<file path="src/rtl/uart_cmd_parser.sv">
// uart_cmd_parser: turns framed command bytes from a UART receiver into
// register write/read strobes and queues a short response for the UART
// transmitter. Frame: SYNC, CMD, ADDR_H, ADDR_L, DATA_H, DATA_L[, CHK].
// Optional feature: define UART_CMD_CHECKSUM_EN to append an XOR checksum
// byte (CMD ^ ADDR_H ^ ADDR_L ^ DATA_H ^ DATA_L) to every frame.
module uart_cmd_parser #(
  parameter int unsigned TIMEOUT_CYCLES = 500000,
  parameter logic [7:0]  SYNC_BYTE      = 8'hA5
) (
  input  logic        sys_clk,
  input  logic        sys_rst,
  input  logic        rx_valid,
  input  logic [7:0]  rx_data,
  input  logic        tx_busy,
  output logic        tx_send,
  output logic [7:0]  tx_data,
  output logic        wr_en,
  output logic [15:0] wr_addr,
  output logic [15:0] wr_data,
  output logic        rd_en,
  output logic [15:0] rd_addr,
  input  logic [15:0] rd_data,
  output logic        frame_err,
  output logic        busy
);

`ifdef UART_CMD_CHECKSUM_EN
  localparam logic [2:0] LAST_IDX = 3'd6;
`else
  localparam logic [2:0] LAST_IDX = 3'd5;
`endif

  localparam int TW = (TIMEOUT_CYCLES > 1) ? $clog2(TIMEOUT_CYCLES) : 1;
  localparam logic [TW-1:0] TMO_LAST = TW'(TIMEOUT_CYCLES - 1);

  localparam logic [7:0] CMD_WRITE = 8'h01;
  localparam logic [7:0] CMD_READ  = 8'h02;
  localparam logic [7:0] CMD_PING  = 8'h03;
  localparam logic [7:0] RSP_ACK   = 8'h06;
  localparam logic [7:0] RSP_NAK   = 8'h15;
  localparam logic [7:0] RSP_PONG  = 8'h55;

  typedef enum logic [2:0] {
    S_IDLE,
    S_RECV,
    S_EXEC,
    S_RD_WAIT,
    S_RESP
  } state_t;

  state_t        state_reg, state_next;
  logic [2:0]    idx_reg, idx_next;
  logic [TW-1:0] tmo_reg, tmo_next;
  logic [7:0]    resp_hi_reg, resp_hi_next;
  logic [7:0]    resp_lo_reg, resp_lo_next;
  logic          resp_two_reg, resp_two_next;
  logic          resp_sel_reg, resp_sel_next;
  logic          tx_send_reg, tx_send_next;
  logic [7:0]    tx_data_reg, tx_data_next;
  logic          frame_err_reg, frame_err_next;

  // Slot 1 is CMD; slot 0 (SYNC) is never stored.
  logic [7:0]    frame_reg [1:LAST_IDX];
  logic [7:0]    cmd;
  logic          chk_ok;
  logic          exec_ok;

  assign cmd = frame_reg[1];

`ifdef UART_CMD_CHECKSUM_EN
  assign chk_ok = ((frame_reg[1] ^ frame_reg[2] ^ frame_reg[3] ^
                    frame_reg[4] ^ frame_reg[5]) == frame_reg[6]);
`else
  assign chk_ok = 1'b1;
`endif

  // Strobes are decoded from the EXEC state so each lasts exactly one cycle;
  // addresses and data come straight from the captured frame bytes.
  assign exec_ok   = (state_reg == S_EXEC) && chk_ok;
  assign wr_en     = exec_ok && (cmd == CMD_WRITE);
  assign rd_en     = exec_ok && (cmd == CMD_READ);
  assign wr_addr   = {frame_reg[2], frame_reg[3]};
  assign wr_data   = {frame_reg[4], frame_reg[5]};
  assign rd_addr   = {frame_reg[2], frame_reg[3]};
  assign busy      = (state_reg != S_IDLE);
  assign tx_send   = tx_send_reg;
  assign tx_data   = tx_data_reg;
  assign frame_err = frame_err_reg;

  // Store each received frame byte in the slot selected by the byte index
  always_ff @(posedge sys_clk or posedge sys_rst) begin
    if (sys_rst) begin
      frame_reg <= '{default: 8'h00};
    end else if (state_reg == S_RECV && rx_valid) begin
      frame_reg[idx_reg] <= rx_data;
    end
  end

  // State and control register update
  always_ff @(posedge sys_clk or posedge sys_rst) begin
    if (sys_rst) begin
      state_reg     <= S_IDLE;
      idx_reg       <= 3'd0;
      tmo_reg       <= '0;
      resp_hi_reg   <= 8'h00;
      resp_lo_reg   <= 8'h00;
      resp_two_reg  <= 1'b0;
      resp_sel_reg  <= 1'b0;
      tx_send_reg   <= 1'b0;
      tx_data_reg   <= 8'h00;
      frame_err_reg <= 1'b0;
    end else begin
      state_reg     <= state_next;
      idx_reg       <= idx_next;
      tmo_reg       <= tmo_next;
      resp_hi_reg   <= resp_hi_next;
      resp_lo_reg   <= resp_lo_next;
      resp_two_reg  <= resp_two_next;
      resp_sel_reg  <= resp_sel_next;
      tx_send_reg   <= tx_send_next;
      tx_data_reg   <= tx_data_next;
      frame_err_reg <= frame_err_next;
    end
  end

  // Next-state logic: frame reception, command decode and response sequencing
  always_comb begin
    state_next     = state_reg;
    idx_next       = idx_reg;
    tmo_next       = tmo_reg;
    resp_hi_next   = resp_hi_reg;
    resp_lo_next   = resp_lo_reg;
    resp_two_next  = resp_two_reg;
    resp_sel_next  = resp_sel_reg;
    tx_send_next   = 1'b0;
    tx_data_next   = tx_data_reg;
    frame_err_next = 1'b0;

    case (state_reg)
      S_IDLE: begin
        idx_next = 3'd0;
        tmo_next = '0;
        // Anything but the sync byte is line noise and is dropped silently.
        if (rx_valid && rx_data == SYNC_BYTE) begin
          state_next = S_RECV;
          idx_next   = 3'd1;
        end
      end

      S_RECV: begin
        // A byte arriving on the expiry cycle wins over the timeout.
        if (rx_valid) begin
          tmo_next = '0;
          if (idx_reg == LAST_IDX) begin
            state_next = S_EXEC;
            idx_next   = 3'd0;
          end else begin
            idx_next = idx_reg + 3'd1;
          end
        end else if (tmo_reg == TMO_LAST) begin
          frame_err_next = 1'b1;
          state_next     = S_IDLE;
          idx_next       = 3'd0;
          tmo_next       = '0;
        end else begin
          tmo_next = tmo_reg + 1'b1;
        end
      end

      S_EXEC: begin
        state_next    = S_RESP;
        resp_two_next = 1'b0;
        resp_sel_next = 1'b0;
        if (!chk_ok) begin
          frame_err_next = 1'b1;
          resp_hi_next   = RSP_NAK;
        end else begin
          case (cmd)
            CMD_WRITE: resp_hi_next = RSP_ACK;
            CMD_READ:  state_next   = S_RD_WAIT;
            CMD_PING:  resp_hi_next = RSP_PONG;
            default: begin
              frame_err_next = 1'b1;
              resp_hi_next   = RSP_NAK;
            end
          endcase
        end
      end

      S_RD_WAIT: begin
        // Read data is valid in the cycle after the rd_en strobe.
        resp_hi_next  = rd_data[15:8];
        resp_lo_next  = rd_data[7:0];
        resp_two_next = 1'b1;
        resp_sel_next = 1'b0;
        state_next    = S_RESP;
      end

      S_RESP: begin
        // The transmitter may not have raised tx_busy yet in the cycle
        // right after a send, so that cycle never issues another send.
        if (!tx_busy && !tx_send_reg) begin
          tx_send_next = 1'b1;
          tx_data_next = resp_sel_reg ? resp_lo_reg : resp_hi_reg;
          if (resp_two_reg && !resp_sel_reg) begin
            resp_sel_next = 1'b1;
          end else begin
            state_next = S_IDLE;
          end
        end
      end

      default: begin
        state_next = S_IDLE;
      end
    endcase

    // Bytes arriving while a command is being handled are dropped.
    if (rx_valid && (state_reg == S_EXEC || state_reg == S_RD_WAIT ||
                     state_reg == S_RESP)) begin
      frame_err_next = 1'b1;
    end
  end

endmodule

</file>
<file path="config.mk">
export PLATFORM = sky130hd
export DESIGN_NAME = uart_cmd_parser
export DESIGN_NICKNAME = d
export VERILOG_FILES = /design/src/rtl/uart_cmd_parser.sv
export SDC_FILE = /design/constraint.sdc
export NUM_CORES = 1
export LEC_CHECK = 0
export BUFFER_PORTS_ARGS = -buffer_cell sky130_fd_sc_hd__buf_2
export CORE_MARGIN = 5
export CORE_UTILIZATION = 57
export CTS_BUF_LIST = sky130_fd_sc_hd__clkbuf_2
export CTS_CLUSTER_DIAMETER = 120
export DETAILED_ROUTE_END_ITERATION = 7
export HOLD_SLACK_MARGIN = 0.08
export PLACE_DENSITY = 0.81
export SYNTH_ARGS = -nofsm -noshare
export SYNTH_HDL_FRONTEND = slang
export SYNTH_SLANG_ARGS = --single-unit
</file>
<file path="constraint.sdc">
create_clock -name sys_clk -period 5.1 [get_ports sys_clk]
set_input_delay 0.51 -clock sys_clk [delete_from_list [all_inputs] [get_ports sys_clk]]
set_output_delay 0.51 -clock sys_clk [all_outputs]
set_load 0.05 [all_outputs]
</file>
==> metrics.csv, run 1 <==
stage,metric,value,unit
sta,layout_worst_path_cycle_share,0.533,
yosys,synth.avg_cell_area,11.3,sq um
final_layout,fill_cells,568,
yosys,syn-instance-count,375,
worst_setup_path,arrival,2.21,ns
worst_setup_path,start_kind,register,
sta,hold_violations,0,
sta,post-route-worst-setup-slack,2.38,ns
place,place_inst,535,
final_layout,largest_reg_flops,19,
place,dp_hpwl,6170,microns
clock_tree,path_clk_slew,0.25,ns
yosys,synthArstFlopShare,1.00,
detailed_routing,drt-pass1-iter-count,4,
outcome,status,completed,
yosys,syn_nets,404,
flow_run,drv_cap,0,
worst_setup_path,r2r_end,idx_reg[2],
clock_tree,numCtsBuffers,9,
worst_hold_path,hold_path.class,primary input to register,
worst_setup_path,r2r_slack,2.81,ns
clock_tree,clk_latency,0.54,ns
sta,fmax,368,MHz
clock_tree,ctsHtreeMaxLevel,3,
worst_setup_path,setup.worst_path.end_class,output pin,
worst_setup_path,worstPathMaxFanout,11,
detailed_routing,post_drt_wl_per_cell,15.6,microns
yosys,syn_area,4240,sq um
sta,fin_tns_setup,0,ns
yosys,ys_seq_area_frac,0.549,
final_layout,drive_above_1_share,0.353,
power_and_ir_drop,cellPowerDensity,263,nW/um^2
sta,worst_slew_pin_slew,0.819,ns
sta,setup_viol,0,
yosys,synth.distinct_cells,51,
yosys,synth_edf_count,0,
power_and_ir_drop,p_clk_frac,0.249,
sta,slew_headroom,0.453,
detailed_routing,antenna_left,0,
power_and_ir_drop,p_int,0.000874,W
place,port-buffer-count,88,
power_and_ir_drop,power_frac_comb,0.126,
final_layout,area_delta_synth_final,11.9,%
grt,grt_pass1_vias,3010,
yosys,ys_ff_latch,93,
final_layout,multiInputGateArea,1710,sq um
sta,drv_slew,0,
sta,fin_skew,0.0317,ns
worst_setup_path,worstPathRequired,4.59,ns
worst_setup_path,r2r_start,state_reg[2],
final_layout,regArea,2330,sq um
place,gp_congestion,0.843,
grt,grt_max_degree,52,
die,fp.dieW,96.2,microns
sta,rsz0062_at_grt,false,
worst_hold_path,hold_path_depth,3,
worst_hold_path,hp-start,rd_data[7],
final_layout,n_antenna_cell,0,
final_layout,nets,477,
detailed_routing,vias,2989,
worst_setup_path,crit_type,register to output pin,
power_and_ir_drop,p_seq_frac,0.625,
detailed_routing,drtIter0Drc,168,
die,core_area,7250,sq um
die,die_area,9250,sq um
detailed_routing,viasPerCell,5.41,
detailed_routing,routed_wirelength,8590,microns
die,die_h,96.2,microns
die,fp-row-count,31,
clock_tree,ctsResizeCount,0,
grt,gr-usage-all-layers,0.201,
power_and_ir_drop,p_leak,2.50,nW
grt,grt_pass1_wl,14300,microns
sta,period_minus_slack,2.72,ns
final_layout,fin_cells,552,
place,pre_cts_ws,2.88,ns
grt,grt_overflow,0,
power_and_ir_drop,power.share.switching,0.300,
clock_tree,cts_max_path_buffers,2,
die,ios,89,
yosys,ys_warn_count,0,
power_and_ir_drop,ir_drop,0.158,mV
clock_tree,cts-root-buf,clkbuf_2,
grt,antenna_found_initial,0,
power_and_ir_drop,switchingPower,0.000374,W
clock_tree,cts_tree,done,
clock_tree,numClockSinks,93,
detailed_routing,drc_errors,0,
worst_hold_path,worstHoldEndpoint,resp_lo_reg[7],
yosys,synth_flop_cell,dfrtp_1,
die,start_util,0.584,
worst_setup_path,r2r_cells,5,
[cells by family after synthesis]
family	synth area share
DFF	0.549
buffers and inverters	0.0461
adders and majority gates	0.00295
muxes	0.125
AOI/OAI and AO/OA	0.0703
xor gates and xnor gates	0.0227
and+or+nand+nor	0.183
[critical path, stage by stage (launching register included)]
cell and delay [ns]:
dfrtp_1 0.55, nand2b_1 0.29, nor4_1 0.47, buf_2 0.36
[worst max path at each step]
stage / cells after the start / slack, ns / from / to
floorplan: 1 / 2.17 / sys_rst / cmd[0]
global placement: 5 / 3.02 / state_reg[2] / idx_reg[2]
detailed placement: 5 / 2.88 / state_reg[2] / idx_reg[2]
CTS: 3 / 2.38 / state_reg[2] / rd_en
global route: 3 / 2.23 / state_reg[2] / rd_en
finish: 3 / 2.38 / state_reg[2] / rd_en
[repair_timing]
item                                    CTS  global route
buffers inserted                          0             0
endpoints found under the hold margin    42             0
hold buffers                              1             0
endpoints found under the setup margin    0             0
[power by group through the flow]
stage	Combinational, W	Clock [W]	Sequential [W]
detailed placement	0.000159	0	0.000793
global placement	0.000156	0	0.000791
floorplan	0.0000638	0	0.000840
finish	0.000157	0.000310	0.000780
global route	0.000172	0.000352	0.000784
CTS	0.000160	0.000319	0.000780
[layout by cell type (no fill, tap or decap), types with 5 or more instances in the layout]
master / n
buf_2: 88
o21ai_0: 19
nand2_1: 55
nor2_1: 25
and3_1: 5
mux2_2: 40
xor2_1: 8
nand2b_1: 5
nand3_1: 9
dfrtp_1: 93
nand4_1: 6
mux2i_1: 8
clkbuf_2: 11
a21oi_1: 7
[metrics by stage]
| stage | hold WS, ns | util | total power (W) | instance area, sq um |
|---|---|---|---|---|
| floorplan | 0.445 | - | 0.000903 | 4240 |
| global placement | 0.455 | 0.639 | 0.000947 | 4640 |
| detailed placement | 0.463 | 0.639 | 0.000952 | 4640 |
| CTS | 0.108 | 0.653 | 0.00126 | 4740 |
| global route | 0.0923 | 0.653 | 0.00131 | 4740 |
| finish | 0.128 | 0.653 | 0.00125 | 4740 |
[cell type report]
cell class                      count  area share
Multi-Input combinational cell    249       0.361
Tap cell                           99      0.0261
Clock buffer                       11      0.0116
Inverter                            4     0.00343
Sequential cell                    93       0.491
Timing Repair Buffer               91      0.0982
Clock inverter                      5     0.00792
[layer usage]
metal / track usage / vias to the layer above / part of all wire
li1: - / 1446 / -
met1: 0.265 / 1450 / 0.45
met2: 0.314 / 82 / 0.47
met3: 0.0657 / 11 / 0.065
met4: 0.0640 / 0 / 0.017
met5: 0 / - / 0
[cell usage after synthesis (all sizes together), types with 3 or more instances]
master | number | area share
xor2 | 8 | 0.017
mux2i | 8 | 0.019
nand3 | 9 | 0.011
nor2 | 27 | 0.025
xnor2 | 3 | 0.0062
or2 | 3 | 0.0050
inv | 4 | 0.0035
nand2b | 5 | 0.0074
mux2 | 40 | 0.11
and2 | 4 | 0.0059
clkbuf | 9 | 0.0080
o21ai | 19 | 0.022
and3 | 5 | 0.0074
dfrtp | 93 | 0.55
a21oi | 7 | 0.0083
nor4b | 3 | 0.0077
nand2 | 55 | 0.049
o31ai | 4 | 0.0071
nand3b | 3 | 0.0053
buf | 20 | 0.035
nor3b | 4 | 0.011
and4 | 4 | 0.0083
nand4 | 6 | 0.0089
a22o | 4 | 0.0083
Note: power is estimated with default switching activity, not from simulation.
==> run 2, diff against run 1 <==
--- a/config.mk
+++ b/config.mk
@@ -7,12 +7,12 @@
 export LEC_CHECK = 0
 export BUFFER_PORTS_ARGS = -buffer_cell sky130_fd_sc_hd__buf_2
 export CORE_MARGIN = 5
-export CORE_UTILIZATION = 57
+export CORE_UTILIZATION = 51
 export CTS_BUF_LIST = sky130_fd_sc_hd__clkbuf_2
 export CTS_CLUSTER_DIAMETER = 120
 export DETAILED_ROUTE_END_ITERATION = 7
 export HOLD_SLACK_MARGIN = 0.08
-export PLACE_DENSITY = 0.81
+export PLACE_DENSITY = 0.76
 export SYNTH_ARGS = -nofsm -noshare
 export SYNTH_HDL_FRONTEND = slang
 export SYNTH_SLANG_ARGS = --single-unit
==> constraint.sdc (replaced) <==
create_clock -name sys_clk -period 2.4 [get_ports sys_clk]
set_input_delay 0.24 -clock sys_clk [delete_from_list [all_inputs] [get_ports sys_clk]]
set_output_delay 0.24 -clock sys_clk [all_outputs]
set_load 0.05 [all_outputs]
==> metrics.csv, run 2 (synthesis results as in run 1) <==
stage,metric,value,unit,change
clock_tree,clk_latency,0.53,ns,about the same
clock_tree,numClockSinks,93,,unchanged
final_layout,layout_common_cells,"dfrtp_1, buf_2, nand2_1, mux2_2, dlygate4sd3_1",,
die,fp-row-count,33,,+6.5%
place,pre_cts_ws,0.409,ns,-2.47 ns
final_layout,nets,507,,+6.3%
sta,worst_slew_pin_slew,0.511,ns,-0.308 ns
detailed_routing,post_drt_wl_per_cell,15.9,microns,+2.3%
power_and_ir_drop,p_leak,2.67,nW,+6.9%
place,dp_hpwl,6100,microns,-1.1%
sta,drv_slew,0,,unchanged
worst_setup_path,r2r_start,state_reg[1],,
place,gp_congestion,0.774,,-8.2%
die,ios,89,,unchanged
grt,gr-usage-all-layers,0.192,,-0.00824
flow_run,drv_cap,0,,unchanged
worst_setup_path,worstPathRequired,2.16,ns,-2.43 ns
worst_setup_path,setup.worst_path.end_class,output pin,,
final_layout,final_common_cell,dfrtp_1,,
detailed_routing,vias,3156,,+5.6%
grt,antenna_found_initial,0,,unchanged
detailed_routing,routed_wirelength,9380,microns,+9.2%
grt,grt_max_degree,94,,+81%
clock_tree,cts-root-buf,clkbuf_2,,
sta,timing.hold.ws,0.327,ns,+0.198 ns
detailed_routing,viasPerCell,5.36,,-1.0%
sta,period_minus_slack,2.25,ns,
grt,grt_pass1_wl,15500,microns,+8.7%
die,start_util,0.521,,-0.0632
detailed_routing,antenna_left,0,,unchanged
outcome,status,completed,,
clock_tree,path_clk_slew,0.24,ns,about the same
final_layout,largest_reg_flops,19,,unchanged
final_layout,drive_above_1_share,0.342,,-0.0116
sta,hold_violations,0,,unchanged
power_and_ir_drop,cellPowerDensity,604,nW/um^2,+130%
worst_setup_path,start_kind,register,,
detailed_routing,drc_errors,0,,unchanged
sta,fin_skew,0.0278,ns,-0.00387 ns
final_layout,area_delta_synth_final,22.0,%,
final_layout,fill_cells,625,,+10%
die,core_area,8130,sq um,+12%
worst_hold_path,hold_path.class,primary input to async pin,,
worst_setup_path,r2r_slack,0.39,ns,-2.42 ns
grt,grt_pass1_vias,3180,,+5.6%
place,port-buffer-count,88,,unchanged
worst_setup_path,worstPathMaxFanout,11,,unchanged
sta,fmax,445,MHz,
clock_tree,cts_max_path_buffers,2,,unchanged
clock_tree,ctsHtreeMaxLevel,3,,unchanged
sta,post-route-worst-setup-slack,0.154,ns,-2.23 ns
detailed_routing,drt-pass1-iter-count,4,,unchanged
detailed_routing,drtIter0Drc,155,,-7.7%
clock_tree,cts_tree,done,,
grt,grt_overflow,0,,unchanged
die,fp.dieW,101,microns,+5.1%
sta,slew_headroom,0.659,,+0.206
sta,layout_worst_path_cycle_share,0.936,,
die,die_h,101,microns,+5.1%
clock_tree,postCtsSetupRepairBufs,0,,unchanged
power_and_ir_drop,ir_drop,0.501,mV,+220%
worst_setup_path,crit_path_start,state_reg[2],,
die,die_area,10200,sq um,+11%
worst_setup_path,arrival,2.01,ns,-0.20 ns
worst_setup_path,crit_type,register to output pin,,
clock_tree,numCtsBuffers,9,,unchanged
sta,setup_viol,0,,unchanged
[run 2: what timing repair did]
action,CTS,global route
endpoints found under the hold margin,151,0
gates resized for setup,0,3
hold buffers,27,0
endpoints found under the setup margin,0,1
[run 2: layer usage]
| layer | up-vias | GRT usage | routed length (microns) |
|---|---|---|---|
| li1 | 1504 | - | - |
| met3 | 24 | 0.0441 | 515 |
| met1 | 1530 | 0.263 | 4200 |
| met5 | - | 0 | 0 |
| met4 | 0 | 0.0818 | 263 |
| met2 | 98 | 0.297 | 4410 |
[run 2: final cells by class]
type	instances	area [sq um]	area share
timing repair buffer	121	771	0.149
antenna	1	2.50	0.000484
clock inverter	7	136	0.0264
inverter	4	18.8	0.00363
clock buffer	9	45.0	0.00872
tap	105	131	0.0254
sequential	93	2330	0.451
multi-input combinational	249	1730	0.336
[run 2: worst paths after layout]
| path | to | cells past startpoint |
|---|---|---|
| max | rd_en | 3 |
| min | tmo_reg[17] | 4 |
| min in group sys_clk | resp_lo_reg[4] | 4 |
| max in group asynchronous | tmo_reg[4] | 4 |
| min reg2reg | tx_data[1] | 2 |
| max reg2reg | wr_data[9] | 4 |
[run 2: worst max-delay path: stages (launching register included)]
cell and delay (ns):
dfrtp_2 0.53, nand2b_1 0.28, nor4_4 0.37, clkbuf_4 0.31
[run 2: where the power goes]
group / switching, W / internal [W]
registers: 0.0000347 / 0.00162
clock network: 0.000522 / 0.000550
logic: 0.000268 / 0.000129
[run 2: metrics by stage]
step	util	total power (W)	cell area (sq um)	instances	setup TNS, ns
global route	0.635	0.00325	5160	588	-0.0148
CTS	0.633	0.00314	5150	588	0
finish	0.635	0.00312	5170	589	0
detailed placement	0.578	0.00204	4700	545	0
global placement	0.578	0.00203	4700	545	0
floorplan	-	0.00192	4250	375	0
==> run 3, diff against run 2 <==
==> constraint.sdc (replaced) <==
create_clock -name sys_clk -period 1.85 [get_ports sys_clk]
set_input_delay 0.185 -clock sys_clk [delete_from_list [all_inputs] [get_ports sys_clk]]
set_output_delay 0.185 -clock sys_clk [all_outputs]
set_load 0.05 [all_outputs]
==> metrics.csv, run 3 (synthesis results as in run 1) <==
stage,metric,value,unit,change
place,post_dp_cell_area,4850,sq um,+3.1%
power_and_ir_drop,power_frac_comb,0.161,,+0.034
power_and_ir_drop,p_leak,2.78,nW,+4.2%
worst_setup_path,start_kind,register,,
die,die_area,10200,sq um,unchanged
worst_setup_path,setup.worst_path.end_class,register,,
worst_setup_path,critPathBufInv,2,,+1
final_layout,layout_common_cells,"dfrtp_1, buf_2, nand2_1, mux2_2, dlygate4sd3_1",,
sta,fin_skew,0.0287,ns,+0.000855 ns
sta,fmax,515,MHz,
grt,grt_pass1_wl,16000,microns,+3.0%
outcome,violations,negative setup slack,,
clock_tree,numCtsBuffers,9,,unchanged
grt,antenna_found_initial,0,,unchanged
grt,gr-usage-all-layers,0.197,,+0.00421
detailed_routing,routed_wirelength,9970,microns,+6.3%
final_layout,area_delta_synth_final,27.9,%,
detailed_routing,drc_errors,0,,unchanged
flow_run,drv_cap,0,,unchanged
worst_setup_path,worstPathCellList,buf_6 -> nand4bb_4 -> or2_4 -> nor3b_4 -> buf_12 -> mux2_4,,
power_and_ir_drop,p_total,0.00358,W,+15%
place,port-buffer-count,88,,unchanged
die,die_h,101,microns,unchanged
die,start_util,0.521,,unchanged
sta,setup_viol,12,,+12
worst_setup_path,crit_type,register to register,,
die,fp.dieW,101,microns,unchanged
sta,worst_slew_pin_slew,0.492,ns,-0.0193 ns
final_layout,drive_above_1_share,0.402,,+0.0608
die,fp-row-count,33,,unchanged
sta,layout_worst_path_cycle_share,1.05,,
sta,hold_violations,0,,unchanged
place,dp_hpwl,6690,microns,+9.6%
grt,grt_overflow,0,,unchanged
final_layout,nets,531,,+4.7%
clock_tree,ctsHtreeMaxLevel,3,,unchanged
sta,timing.hold.ws,0.138,ns,-0.188 ns
power_and_ir_drop,p_int,0.00248,W,+7.9%
worst_setup_path,worstPathMaxFanout,8,,-3
final_layout,final_common_cell,dfrtp_1,,
power_and_ir_drop,p_clk_frac,0.240,,-0.103
detailed_routing,drt-pass1-iter-count,4,,unchanged
power_and_ir_drop,switchingPower,0.00110,W,+33%
detailed_routing,vias,3284,,+4.1%
worst_setup_path,arrival,2.40,ns,+0.39 ns
place,gp_congestion,0.842,,+8.8%
worst_setup_path,path_delay_family,simple AND/OR/NAND/NOR gates,,
clock_tree,numClockSinks,93,,unchanged
detailed_routing,antenna_left,0,,unchanged
place,place_inst,561,,+2.9%
worst_setup_path,slowest_stage,dfrtp_2,,
worst_hold_path,hold_path.class,primary input to async pin,,
final_layout,fin_cells,613,,+4.1%
detailed_routing,drtIter0Drc,145,,-6.5%
final_layout,largest_reg_flops,19,,unchanged
sta,period_minus_slack,1.94,ns,
die,core_area,8130,sq um,unchanged
sta,drv_slew,0,,unchanged
power_and_ir_drop,p_seq_frac,0.600,,+0.071
sta,slew_headroom,0.672,,+0.0129
worst_setup_path,worstPathRequired,2.31,ns,+0.15 ns
worst_setup_path,crit_path_max_incr_delay,0.47,ns,-0.06 ns
clock_tree,path_clk_slew,0.24,ns,about the same
die,ios,89,,unchanged
power_and_ir_drop,ir_drop,0.399,mV,-20%
clock_tree,cts_tree,done,,
power_and_ir_drop,power.share.switching,0.307,,+0.0433
outcome,status,"finished, violations left",,
clock_tree,clk_latency,0.56,ns,+0.03 ns
sta,rsz0062_at_grt,true,,
clock_tree,cts-root-buf,clkbuf_2,,
power_and_ir_drop,cellPowerDensity,661,nW/um^2,+9.4%
sta,post-route-worst-setup-slack,-0.0924,ns,-0.246 ns
detailed_routing,viasPerCell,5.36,,about the same
final_layout,final_cell_area,5420,sq um,+4.8%
detailed_routing,post_drt_wl_per_cell,16.3,microns,+2.1%
grt,grt_pass1_vias,3381,,+6.3%
grt,grt_max_degree,51,,-46%
clock_tree,cts_max_path_buffers,2,,unchanged
run 3: cell types whose count changed in the layout (fill, tap and decap cells not counted), sizes merged:
cell	change
clkbuf	-1
bufinv	-4
buf	+25
clkinv	+4
run 3: layer usage:
| metal | track usage | vias to the layer above | part of all wire |
|---|---|---|---|
| li1 | - | 1552 | - |
| met1 | 0.255 | 1614 | 0.43 |
| met2 | 0.321 | 100 | 0.50 |
| met3 | 0.0406 | 18 | 0.055 |
| met4 | 0.0849 | 0 | 0.020 |
| met5 | 0 | - | 0 |
run 3: final cells by class:
class | count | area [sq um]
Multi-Input combinational cell | 249 | 1840
Antenna cell | 1 | 2.50
Tap cell | 105 | 131
Fill cell | 609 | 2720
Sequential cell | 93 | 2330
Inverter | 4 | 18.8
Clock inverter | 7 | 41.3
Clock buffer | 9 | 45.0
Timing Repair Buffer | 145 | 1010
run 3: path summary, 6_finish.rpt:
path / from / end / slack, ns / cells after the start
hold / removal: sys_rst / rd_addr[3] / 0.14 / 3
setup / recovery: state_reg[1] / wr_data[9] / -0.09 / 6
setup reg to reg: state_reg[1] / wr_data[9] / -0.09 / 6
min in group sys_clk: rd_data[7] / resp_lo_reg[7] / 0.33 / 4
hold reg to reg: resp_lo_reg[0] / resp_lo_reg[0] / 0.51 / 2
max in group asynchronous: sys_rst / cmd[1] / 1.05 / 4
run 3: what timing repair did:
action	in CTS	in global routing
buffers inserted	8	0
hold endpoints to repair	151	0
setup endpoints to repair	11	45
gates resized for setup	27	12
hold buffers	27	0
pin swaps	8	3
run 3: power by group through the flow:
stage	logic [W]	clock network, W	registers, W
finish	0.000575	0.000858	0.00215
global route	0.000619	0.000958	0.00216
CTS	0.000561	0.000878	0.00214
detailed placement	0.000472	0	0.00218
global placement	0.000465	0	0.00218
floorplan	0.000182	0	0.00231
run 3: worst reg2reg max path: cells and delay by family (launching register included):
family,cells,cell delay [ns]
buffers and inverters,2,0.30
DFF,1,0.47
muxes,1,0.30
and+or+nand+nor,3,0.79
run 3: metrics by stage:
step            util  TNS [ns]  worst slack [ns]
2_1_floorplan      -    -0.659            -0.298
3_3_place_gp   0.596         0            0.0510
3_5_place_dp   0.596  -0.00972          -0.00583
4_1_cts        0.659    -0.541           -0.0883
5_1_grt        0.665     -1.69            -0.133
6_report       0.666    -0.772           -0.0924
